### src/rtl/stopwatch_pkg.sv
// -----------------------------------------------------------------------------
// stopwatch_pkg
//   Shared types and constants for the 100 Hz stopwatch.
//   - state_t      : control state (IDLE / RUN / PAUSE)
//   - BCD_MAX      : largest value of a decimal digit
//   - TENS_SEC_MAX : largest value of the tens-of-seconds digit
//   - *_LSB        : bit position of each BCD digit inside the 16-bit display word
//   - digit_limit(): per-digit roll-over value, indexed from hundredths (0)
//                    up to tens of seconds (3)
// -----------------------------------------------------------------------------
package stopwatch_pkg;

    typedef enum logic [1:0] {
        IDLE  = 2'd0,
        RUN   = 2'd1,
        PAUSE = 2'd2
    } state_t;

    localparam logic [3:0] BCD_MAX      = 4'd9;
    localparam logic [3:0] TENS_SEC_MAX = 4'd5;

    localparam int DIGIT_W    = 4;
    localparam int NUM_DIGITS = 4;

    localparam int HUND_LSB   = 0;
    localparam int TENTHS_LSB = 4;
    localparam int ONES_LSB   = 8;
    localparam int TENS_LSB   = 12;

    // Display value one hundredth below a full minute (59.99).
    localparam logic [15:0] DIGITS_MAX = {TENS_SEC_MAX, BCD_MAX, BCD_MAX, BCD_MAX};

    // Value at which a digit rolls back to zero and carries.
    function automatic logic [3:0] digit_limit(input int idx);
        return (idx == NUM_DIGITS - 1) ? TENS_SEC_MAX : BCD_MAX;
    endfunction

endpackage

### src/rtl/sync_edge_detect.sv
// -----------------------------------------------------------------------------
// sync_edge_detect
//   Brings an asynchronous level into the CLK100MHZ domain through a
//   SYNC_STAGES-deep flop chain, then emits a registered one-cycle pulse for
//   every rising edge of the synchronized level. The pulse appears
//   SYNC_STAGES+1 clock cycles after the source edge.
//
//   Parameters
//     SYNC_STAGES : synchronizer depth, legal range 2..4
//   Ports
//     CLK100MHZ  in  system clock (rising edge)
//     reset      in  asynchronous active-high reset, clears every flop
//     async_in   in  asynchronous level to be sampled
//     rise_pulse out single-cycle pulse per rising edge of async_in
// -----------------------------------------------------------------------------
module sync_edge_detect
    import stopwatch_pkg::*;
#(
    parameter int SYNC_STAGES = 2
) (
    input  logic CLK100MHZ,
    input  logic reset,
    input  logic async_in,
    output logic rise_pulse
);

    logic [SYNC_STAGES-1:0] sync_q;
    logic [SYNC_STAGES-1:0] sync_d;
    logic                   hist_q;
    logic                   hist_d;
    logic                   pulse_q;
    logic                   pulse_d;

    always_comb begin
        sync_d  = {sync_q[SYNC_STAGES-2:0], async_in};
        hist_d  = sync_q[SYNC_STAGES-1];
        // Registering the pulse keeps it glitch-free and adds the +1 cycle.
        pulse_d = sync_q[SYNC_STAGES-1] & ~hist_q;
    end

    always_ff @(posedge CLK100MHZ or posedge reset) begin
        if (reset) begin
            sync_q  <= '0;
            hist_q  <= 1'b0;
            pulse_q <= 1'b0;
        end else begin
            sync_q  <= sync_d;
            hist_q  <= hist_d;
            pulse_q <= pulse_d;
        end
    end

    assign rise_pulse = pulse_q;

endmodule

### src/rtl/stopwatch_100hz.sv
// -----------------------------------------------------------------------------
// stopwatch_100hz
//   Minute stopwatch with 10 ms resolution. The 100 Hz reference and both
//   buttons are asynchronous levels; each is synchronized and edge-detected
//   into a one-cycle event (tick / start_ev / clear_ev). A three-state
//   controller (IDLE / RUN / PAUSE) counts ticks in BCD while running.
//
//   Parameters
//     SYNC_STAGES    : synchronizer depth on every asynchronous input (2..4)
//     WRAP_AT_MINUTE : 1 = wrap 59.99 -> 00.00 with a rollover pulse,
//                      0 = stop at 59.99 and drop into PAUSE
//   Ports
//     CLK100MHZ      in  100 MHz system clock
//     reset          in  asynchronous active-high reset
//     clk_100hz      in  100 Hz square wave (asynchronous)
//     btn_start_stop in  rising edge toggles run/pause
//     btn_clear      in  rising edge returns to zero/idle
//     digits         out {tens_sec, ones_sec, tenths, hundredths} in BCD
//     running        out high while in RUN
//     rollover       out one-cycle pulse on 59.99 -> 00.00
// -----------------------------------------------------------------------------
module stopwatch_100hz
    import stopwatch_pkg::*;
#(
    parameter int SYNC_STAGES    = 2,
    parameter int WRAP_AT_MINUTE = 1
) (
    input  logic        CLK100MHZ,
    input  logic        reset,
    input  logic        clk_100hz,
    input  logic        btn_start_stop,
    input  logic        btn_clear,
    output logic [15:0] digits,
    output logic        running,
    output logic        rollover
);

    logic        tick;
    logic        start_ev;
    logic        clear_ev;

    state_t      state_q;
    state_t      state_d;
    logic [15:0] digits_q;
    logic [15:0] digits_d;
    logic        running_q;
    logic        running_d;
    logic        rollover_q;
    logic        rollover_d;

    // {carry_out, incremented digits}
    logic [16:0] inc_res;

    sync_edge_detect #(.SYNC_STAGES(SYNC_STAGES)) u_sync_tick (
        .CLK100MHZ  (CLK100MHZ),
        .reset      (reset),
        .async_in   (clk_100hz),
        .rise_pulse (tick)
    );

    sync_edge_detect #(.SYNC_STAGES(SYNC_STAGES)) u_sync_start (
        .CLK100MHZ  (CLK100MHZ),
        .reset      (reset),
        .async_in   (btn_start_stop),
        .rise_pulse (start_ev)
    );

    sync_edge_detect #(.SYNC_STAGES(SYNC_STAGES)) u_sync_clear (
        .CLK100MHZ  (CLK100MHZ),
        .reset      (reset),
        .async_in   (btn_clear),
        .rise_pulse (clear_ev)
    );

    // Ripple BCD increment across the four digits. A digit at (or, defensively,
    // above) its limit returns to zero and passes the carry on; the carry out
    // of the tens-of-seconds digit marks a full minute.
    function automatic logic [16:0] bcd_inc(input logic [15:0] d, input logic cin);
        logic [15:0] r;
        logic        c;
        logic [3:0]  dig;
        r = d;
        c = cin;
        for (int i = 0; i < NUM_DIGITS; i++) begin
            dig = d[i*DIGIT_W +: DIGIT_W];
            if (c) begin
                if (dig >= digit_limit(i)) begin
                    r[i*DIGIT_W +: DIGIT_W] = 4'd0;
                end else begin
                    r[i*DIGIT_W +: DIGIT_W] = dig + 4'd1;
                    c = 1'b0;
                end
            end
        end
        return {c, r};
    endfunction

    assign inc_res = bcd_inc(digits_q, 1'b1);

    // State register (also holds the registered outputs)
    always_ff @(posedge CLK100MHZ or posedge reset) begin
        if (reset) begin
            state_q    <= IDLE;
            digits_q   <= 16'h0000;
            running_q  <= 1'b0;
            rollover_q <= 1'b0;
        end else begin
            state_q    <= state_d;
            digits_q   <= digits_d;
            running_q  <= running_d;
            rollover_q <= rollover_d;
        end
    end

    // Next-state and next-count logic
    always_comb begin
        state_d    = state_q;
        digits_d   = digits_q;
        rollover_d = 1'b0;

        if (clear_ev) begin
            // Clear outranks any start or tick arriving in the same cycle.
            state_d  = IDLE;
            digits_d = 16'h0000;
        end else begin
            unique case (state_q)
                IDLE: begin
                    if (start_ev) begin
                        state_d = RUN;
                    end
                end
                RUN: begin
                    if (tick) begin
                        if (inc_res[16]) begin
                            if (WRAP_AT_MINUTE != 0) begin
                                digits_d   = 16'h0000;
                                rollover_d = 1'b1;
                            end else begin
                                digits_d = DIGITS_MAX;
                                state_d  = PAUSE;
                            end
                        end else begin
                            digits_d = inc_res[15:0];
                        end
                    end
                    // A simultaneous tick is still counted before pausing.
                    if (start_ev) begin
                        state_d = PAUSE;
                    end
                end
                PAUSE: begin
                    // Ticks are ignored here, even when resuming this cycle.
                    if (start_ev) begin
                        state_d = RUN;
                    end
                end
                default: begin
                    state_d  = IDLE;
                    digits_d = 16'h0000;
                end
            endcase
        end
    end

    // Output logic: running is registered from the next state so it changes
    // on the same edge as the state itself.
    always_comb begin
        running_d = (state_d == RUN);
    end

    assign digits   = digits_q;
    assign running  = running_q;
    assign rollover = rollover_q;

endmodule
### config.mk
export PLATFORM = sky130hd
export DESIGN_NAME = stopwatch_100hz
export DESIGN_NICKNAME = d
export VERILOG_FILES = /design/src/rtl/stopwatch_pkg.sv /design/src/rtl/sync_edge_detect.sv /design/src/rtl/stopwatch_100hz.sv
export SDC_FILE = /design/constraint.sdc
export NUM_CORES = 1
export LEC_CHECK = 0
export ABC_AREA = 1
export CAP_MARGIN = 20
export CORE_UTILIZATION = 49
export CTS_CLUSTER_DIAMETER = 30
export DETAILED_ROUTE_END_ITERATION = 7
export GPL_ROUTABILITY_DRIVEN = 0
export HOLD_SLACK_MARGIN = 0.05
export PLACE_DENSITY = 0.72
export SETUP_SLACK_MARGIN = 0.3
export SKIP_LAST_GASP = 1
export SLEW_MARGIN = 5
export SYNTH_ARGS = -nofsm -noshare
export SYNTH_HDL_FRONTEND = slang
export SYNTH_HIERARCHICAL = 1
export SYNTH_SLANG_ARGS = --single-unit
### constraint.sdc
create_clock -name CLK100MHZ -period 1.3 [get_ports CLK100MHZ]
set_clock_uncertainty 0.1 [all_clocks]
set_input_delay 0.26 -clock CLK100MHZ [delete_from_list [all_inputs] [get_ports CLK100MHZ]]
set_output_delay 0.26 -clock CLK100MHZ [all_outputs]
set_load 0.005 [all_outputs]
==> impl_metrics.csv, run 1 <==
group,metric,value,unit
outcome,status,"finished, violations left",
outcome,failed_checks,"negative setup slack",
worst_setup_path,crit_required,1.49,ns
layout,diodes,0,
routing,wl,5020,µm
clocking,cts_num_sinks,32,
floorplanning,fp.dieW,60.7,µm
global_routing,grt_pass1_wl,6790,µm
sta,fin_crit_sh,130,%
synthesis,synth-seq-cells,32,
hold_path,hold_path.class,"in2async",
synthesis,ys_seq_area_share,47.4,%
clocking,cts_root_buf,"clkbuf_4",
sta,fin_ws,-0.384,ns
pwr,p_leak,0.00134,µW
worst_setup_path,r2r-end,"digits[13]$_DFFE_PP0P_",
synthesis,synth_nets,201,
placed_design,place_area,2240,µm²
clocking,worstSkewPairLatency,0.34,ns
worst_setup_path,crit_chain,"buf_6 -> inv_6 -> ha_4 -> nor2_4 -> a21oi_4 -> nand3_1 -> nand2_2 -> nand3_1 -> nand2_1",
sta,finalMaxSlewViolations,0,
clocking,clk_pin_slew_worst_paths,0.12,ns
flow_run,drv_cap,0,
routing,drt_iter0_markers,95,
synthesis,yosys_warnings,6,
placed_design,place_ws,-0.217,ns
sta,hold_viol,0,
floorplanning,io-pin-count,23,
global_routing,grt_antenna_before_repair,0,
sta,grt_setup_unrepaired,"yes",
worst_setup_path,reg2reg_depth,9,
clocking,cts-htree-levels,2,
placed_design,dp_hpwl,2500,µm
worst_setup_path,path_delay_family,"simple AND/OR/NAND/NOR gates",
clocking,cts_buffer_depth,2,
floorplanning,core,3150,µm²
pwr,irDropWorstVdd,0.00109,V
worst_setup_path,worstPathArrival,1.88,ns
worst_setup_path,cp-end-kind,"flop",
sta,finalCriticalPeriod,1.68,ns
synthesis,syn_area_per_cell,9.17,µm²
placed_design,port_buffers,22,
synthesis,postSynthCellCount,184,
sta,setup_viol,22,
layout,fin_nets,280,
worst_setup_path,r2r-start,"digits[1]$_DFFE_PP0P_",
worst_setup_path,crit_fanout,4,
layout,area.growth.synth_to_final,55.5,%
global_routing,grt_usage,25.7,%
routing,via_per_inst,5.32,
global_routing,grt-ovfl-total,0,
layout,final_cell_mix,"buf_4 (33), dfrtp_1 (31), nand2_1 (26)",
worst_setup_path,worst_path_most_repeated_cell,"nand3_1",
worst_setup_path,r2r_slack,-0.38,ns
worst_setup_path,cp-start-kind,"flop",
worst_setup_path,slowest_stage,"dfrtp_1",
clocking,cts_hold_buffers,0,
worst_setup_path,crit_buf_inv,2,
layout,fin_area,2630,µm²
pwr,p_per_area,1350,nW/µm²
routing,dr.pass1.iters,7,
sta,worst_pin_slew,0.238,ns
floorplanning,die_area,3680,µm²
routing,ant_nets,0,
global_routing,grt_max_degree,21,
sta,timing.fmax,594,MHz
sta,max_slew_margin,84.1,%
clocking,cts_tree,"built",
worst_setup_path,slowest_delay,0.42,ns
routing,remaining_drc_errors,0,
synthesis,netlist_area,1690,µm²
synthesis,synth.distinct_cells,24,
floorplanning,rows,20,
layout,drive_gt1_share,51.5,%
floorplanning,dieHeight,60.7,µm
worst_setup_path,crit_type,"reg2reg",
routing,vias,1639,
global_routing,grt_pass1_vias,1630,
routing,wl_per_cell,16.3,µm
layout,final_common_cell,"buf_4",
floorplanning,initial_utilization,53.5,%
sta,timing.setup.tns,-5.96,ns
clocking,cts_made_buffers,5,
layout,fin_util,83.3,%
-- cells by family (layout without fill, tap and decap cells) --
family	after synthesis	after routing	synth area share (%)
AOI/OAI and AO/OA	19	19	7.64
and+or+nand+nor	85	86	26.5
buffers and inverters	33	112	7.93
xor gates and xnor gates	3	3	1.56
adders and majority gates	12	12	8.90
DFF	32	32	47.4
-- stage by stage --
stage	hold slack [ns]	total power [µW]	std cells
floorplan	-0.0739	1750	184
global route	0.133	3720	308
global placement	0.238	2190	277
CTS	0.105	3340	305
finish	0.0965	3550	308
detailed placement	0.242	2240	277
-- worst register-to-register path: stages (launching register included) --
cell,delay (ns)
dfrtp_1,0.42
buf_6,0.13
inv_6,0.06
ha_4,0.13
nor2_4,0.04
a21oi_4,0.22
nand3_1,0.19
nand2_2,0.15
nand3_1,0.10
nand2_1,0.08
-- where the power goes --
group	leakage (µW)	switching, µW	internal, µW
registers	0.000415	74.4	1090
clock network	0.0000515	363	511
logic	0.000871	768	739
total	0.00134	1210	2340
-- repair_timing --
item | in CTS | in global routing
setup buffers | 19 | 3
setup endpoints to repair | 38 | 38
endpoints found under the hold margin | 0 | 0
cloned | 1 | 0
gates resized for setup | 102 | 25
pin swaps | 15 | 6
-- sequential cells by signal, indices dropped and copies added (netlist names) --
register and count:
u_sync_clear/rise_pulse 1, u_sync_clear/sync_q 2, digits 16, state_q 2, rollover 1, running 1, u_sync_tick/sync_q 2, u_sync_start/sync_q 2
u_sync_clear/hist_q 1, u_sync_tick/hist_q 1, u_sync_tick/rise_pulse 1, u_sync_start/hist_q 1, u_sync_start/rise_pulse 1
-- synthesized netlist by cell type (all sizes together) --
| library cell | count | share of area (%) |
|---|---|---|
| xor2 | 3 | 1.6 |
| nand4 | 5 | 1.9 |
| nand2 | 38 | 10 |
| buf | 1 | 0.67 |
| ha | 12 | 8.9 |
| dfrtp | 32 | 47 |
| inv | 32 | 7.3 |
| nor3 | 4 | 1.8 |
| a21oi | 7 | 4.1 |
| o21ai | 12 | 3.6 |
| or2 | 1 | 0.37 |
| nand3b | 2 | 0.89 |
| nand3 | 16 | 4.7 |
| nor2 | 19 | 6.5 |
-- how the worst max path moves through the flow --
stage                          startpoint                      to  slack, ns  cells after the start
floorplan           digits[1]$_DFFE_PP0P_  digits[14]$_DFFE_PP0P_      -0.12                      9
global placement    digits[8]$_DFFE_PP0P_  digits[14]$_DFFE_PP0P_      -0.20                      9
detailed placement  digits[8]$_DFFE_PP0P_  digits[13]$_DFFE_PP0P_      -0.22                      9
CTS                 digits[1]$_DFFE_PP0P_  digits[15]$_DFFE_PP0P_      -0.22                     10
global route        digits[1]$_DFFE_PP0P_  digits[13]$_DFFE_PP0P_      -0.45                      9
finish              digits[1]$_DFFE_PP0P_  digits[13]$_DFFE_PP0P_      -0.38                      9
-- final cells by class --
type,instances,area [µm²]
Tap cell,44,55.1
Timing Repair Buffer,72,618
Clock inverter,1,30.0
Clock buffer,7,65.1
Multi-Input combinational cell,120,920
Fill cell,180,528
Inverter,32,135
Sequential cell,32,802
-- layer usage --
| layer | global-route usage [%] | wire length (µm) | up-vias |
|---|---|---|---|
| met4 | 13.6 | 194 | 0 |
| met2 | 47.1 | 2680 | 67 |
| met3 | 5.54 | 248 | 22 |
| li1 | - | - | 740 |
| met5 | 0 | 0 | - |
| met1 | 27.4 | 1890 | 810 |
Note: power is estimated with default switching activity, not from simulation.
==> run 2, diff against run 1 <==
- GPL_ROUTABILITY_DRIVEN: 0 -> 1
- MAX_ROUTING_LAYER: default -> met4
==> run 2 against run 1 <==
The flow still finishes with violations (negative setup slack). Count of clock-buffer cells in the layout unchanged. Die area unchanged. Sequential share of layout area unchanged. Clock power grew 0.6%. Register-to-register slack better by 0.02 ns. Global-route usage grew 0.84 points. First-iteration DRC count rose by 56%. Maximum frequency increased by 0.94%. Sequential power about the same. Critical path depth is the same. Via count grew 0.37%. Largest cell class unchanged.
==> impl_metrics.csv, run 2 (same netlist as run 1, synthesis figures left out) <==
group,metric,value,unit
clocking,cts_buffer_depth,2,
worst_setup_path,r2r_slack,-0.37,ns
layout,fin_nets,280,
pwr,pwr-share-clk,24.8,%
clocking,cts_hold_buffers,0,
clocking,cts_made_buffers,5,
placed_design,dp.cells,277,
global_routing,grt_usage,26.5,%
worst_setup_path,cp-start-kind,"flop",
worst_setup_path,cp-end-kind,"flop",
outcome,failed_checks,"negative setup slack",
layout,final_common_cell,"buf_4",
worst_setup_path,endpoint,"digits[13]$_DFFE_PP0P_",
layout,largest_reg_flops,16,
sta,setup_viol,22,
worst_setup_path,setup.worst_path.start,"digits[1]$_DFFE_PP0P_",
layout,fin_util,83.3,%
floorplanning,dieHeight,60.7,µm
layout,fill_cells,180,
placed_design,port_buffers,22,
clocking,cts_root_buf,"clkbuf_4",
sta,fin_ws,-0.368,ns
pwr,irDropWorstVdd,0.00110,V
worst_setup_path,worstPathArrival,1.86,ns
routing,dr.pass1.iters,5,
floorplanning,fp.dieW,60.7,µm
sta,worst_pin_slew,0.224,ns
routing,remaining_drc_errors,0,
sta,grt_setup_unrepaired,"yes",
routing,ant_nets,0,
worst_setup_path,crit_type,"reg2reg",
sta,hold_viol,0,
global_routing,grt_pass1_vias,1626,
worst_setup_path,r2r-start,"digits[1]$_DFFE_PP0P_",
placed_design,place_ws,-0.217,ns
global_routing,grt-ovfl-total,0,
flow_run,drv_cap,0,
pwr,p_sw_share,34.0,%
sta,timing.setup.tns,-5.72,ns
clocking,cts-htree-levels,2,
hold_path,hold_path.class,"in2async",
clocking,worstSkewPairLatency,0.35,ns
worst_setup_path,crit_fanout,4,
pwr,p_per_area,1350,nW/µm²
routing,via_per_inst,5.34,
sta,timing.fmax,599,MHz
sta,finalMaxSlewViolations,0,
floorplanning,die_area,3680,µm²
routing,drt_iter0_markers,148,
worst_setup_path,r2r-end,"digits[13]$_DFFE_PP0P_",
routing,wl,4980,µm
placed_design,dp_hpwl,2500,µm
layout,final_cell_mix,"buf_4 (33), dfrtp_1 (31), nand2_1 (26)",
clocking,clk_pin_slew_worst_paths,0.12,ns
global_routing,grt_antenna_before_repair,0,
placed_design,place_area,2240,µm²
global_routing,grt_max_degree,21,
routing,wl_per_cell,16.2,µm
floorplanning,core,3150,µm²
pwr,seqPwrFrac,32.9,%
worst_setup_path,reg2reg_depth,9,
placed_design,gp_congestion,0.871,
clocking,cts_tree,"built",
floorplanning,initial_utilization,53.5,%
pwr,combPwrFrac,42.3,%
sta,max_slew_margin,84.9,%
floorplanning,rows,20,
pwr,p_leak,0.00134,µW
pwr,p_sw,1210,µW
layout,fin_area,2630,µm²
pwr,p_int,2340,µW
sta,fin_crit_sh,128,%
layout,area.growth.synth_to_final,55.5,%
layout,finalNonFillerCells,308,
global_routing,grt_pass1_wl,6800,µm
clocking,cts_num_sinks,32,
routing,vias,1645,
layout,drive_gt1_share,51.5,%
outcome,status,"finished, violations left",
worst_setup_path,crit_required,1.49,ns
layout,diodes,0,
floorplanning,io-pin-count,23,
sta,finalCriticalPeriod,1.67,ns
## run 2: cell counts in the layout (fill, tap and decap cells not counted)
Identical to the previous run, type by type.
## run 2: power by group through the flow
stage	sequential, µW	clock (µW)	combinational, µW
finish	1170	879	1500
global route	1180	927	1610
CTS	1160	873	1310
detailed placement	1210	0	1030
global placement	1210	0	986
floorplan	1230	0	519
## run 2: layer usage
layer / global-route usage, % / share of wire (%) / vias to the layer above / wire, µm
li1: - / - / 744 / -
met4: 13.6 / 4.8 / 0 / 237
met2: 47.1 / 53 / 80 / 2650
met3: 5.54 / 5.8 / 29 / 288
met1: 27.4 / 36 / 792 / 1800
met5: - / 0 / - / 0
## run 2: worst max-delay path, cell delays in order (launching register included)
cell and delay [ns]:
dfrtp_1 0.42, buf_6 0.13, inv_6 0.06, ha_4 0.13
nor2_4 0.04, a21oi_4 0.21, nand3_1 0.19, nand2_2 0.15
nand3_1 0.10, nand2_1 0.08
## run 2: timing repair
action                                  in CTS  in global routing
gates resized for setup                    102                 25
pin swaps                                   15                  6
hold endpoints to repair                     0                  0
endpoints found under the setup margin      38                 38
setup buffers                               19                  3
cloned                                       1                  0
## run 2: cell type report
cell class	count	area, µm²	share of cell area (%)
inverter	32	135	5.15
sequential	32	802	30.6
tap	44	55.1	2.10
clock buffer	7	65.1	2.48
multi-input combinational	120	920	35.0
clock inverter	1	30.0	1.14
timing repair buffer	72	618	23.5
## run 2: worst min-delay path by stage
stage / cells after the start / from / slack [ns] / end
final: 2 / reset / 0.1 / u_sync_clear/sync_q[0]$_DFF_PP0_
after global routing: 2 / reset / 0.13 / u_sync_clear/sync_q[1]$_DFF_PP0_
after CTS: 2 / reset / 0.11 / u_sync_clear/sync_q[0]$_DFF_PP0_
after detailed placement: 0 / u_sync_start/sync_q[0]$_DFF_PP0_ / 0.24 / u_sync_start/sync_q[1]$_DFF_PP0_
after global placement: 0 / u_sync_clear/sync_q[0]$_DFF_PP0_ / 0.24 / u_sync_clear/sync_q[1]$_DFF_PP0_
after floorplan: 1 / reset / -0.07 / u_sync_clear/hist_q$_DFF_PP0_
## run 2: per-stage QoR
| stage | hold slack [ns] | total power, µW |
|---|---|---|
| detailed placement | 0.242 | 2240 |
| CTS | 0.105 | 3340 |
| global placement | 0.238 | 2190 |
| floorplan | -0.0739 | 1750 |
| global route | 0.133 | 3720 |
| finish | 0.0956 | 3550 |
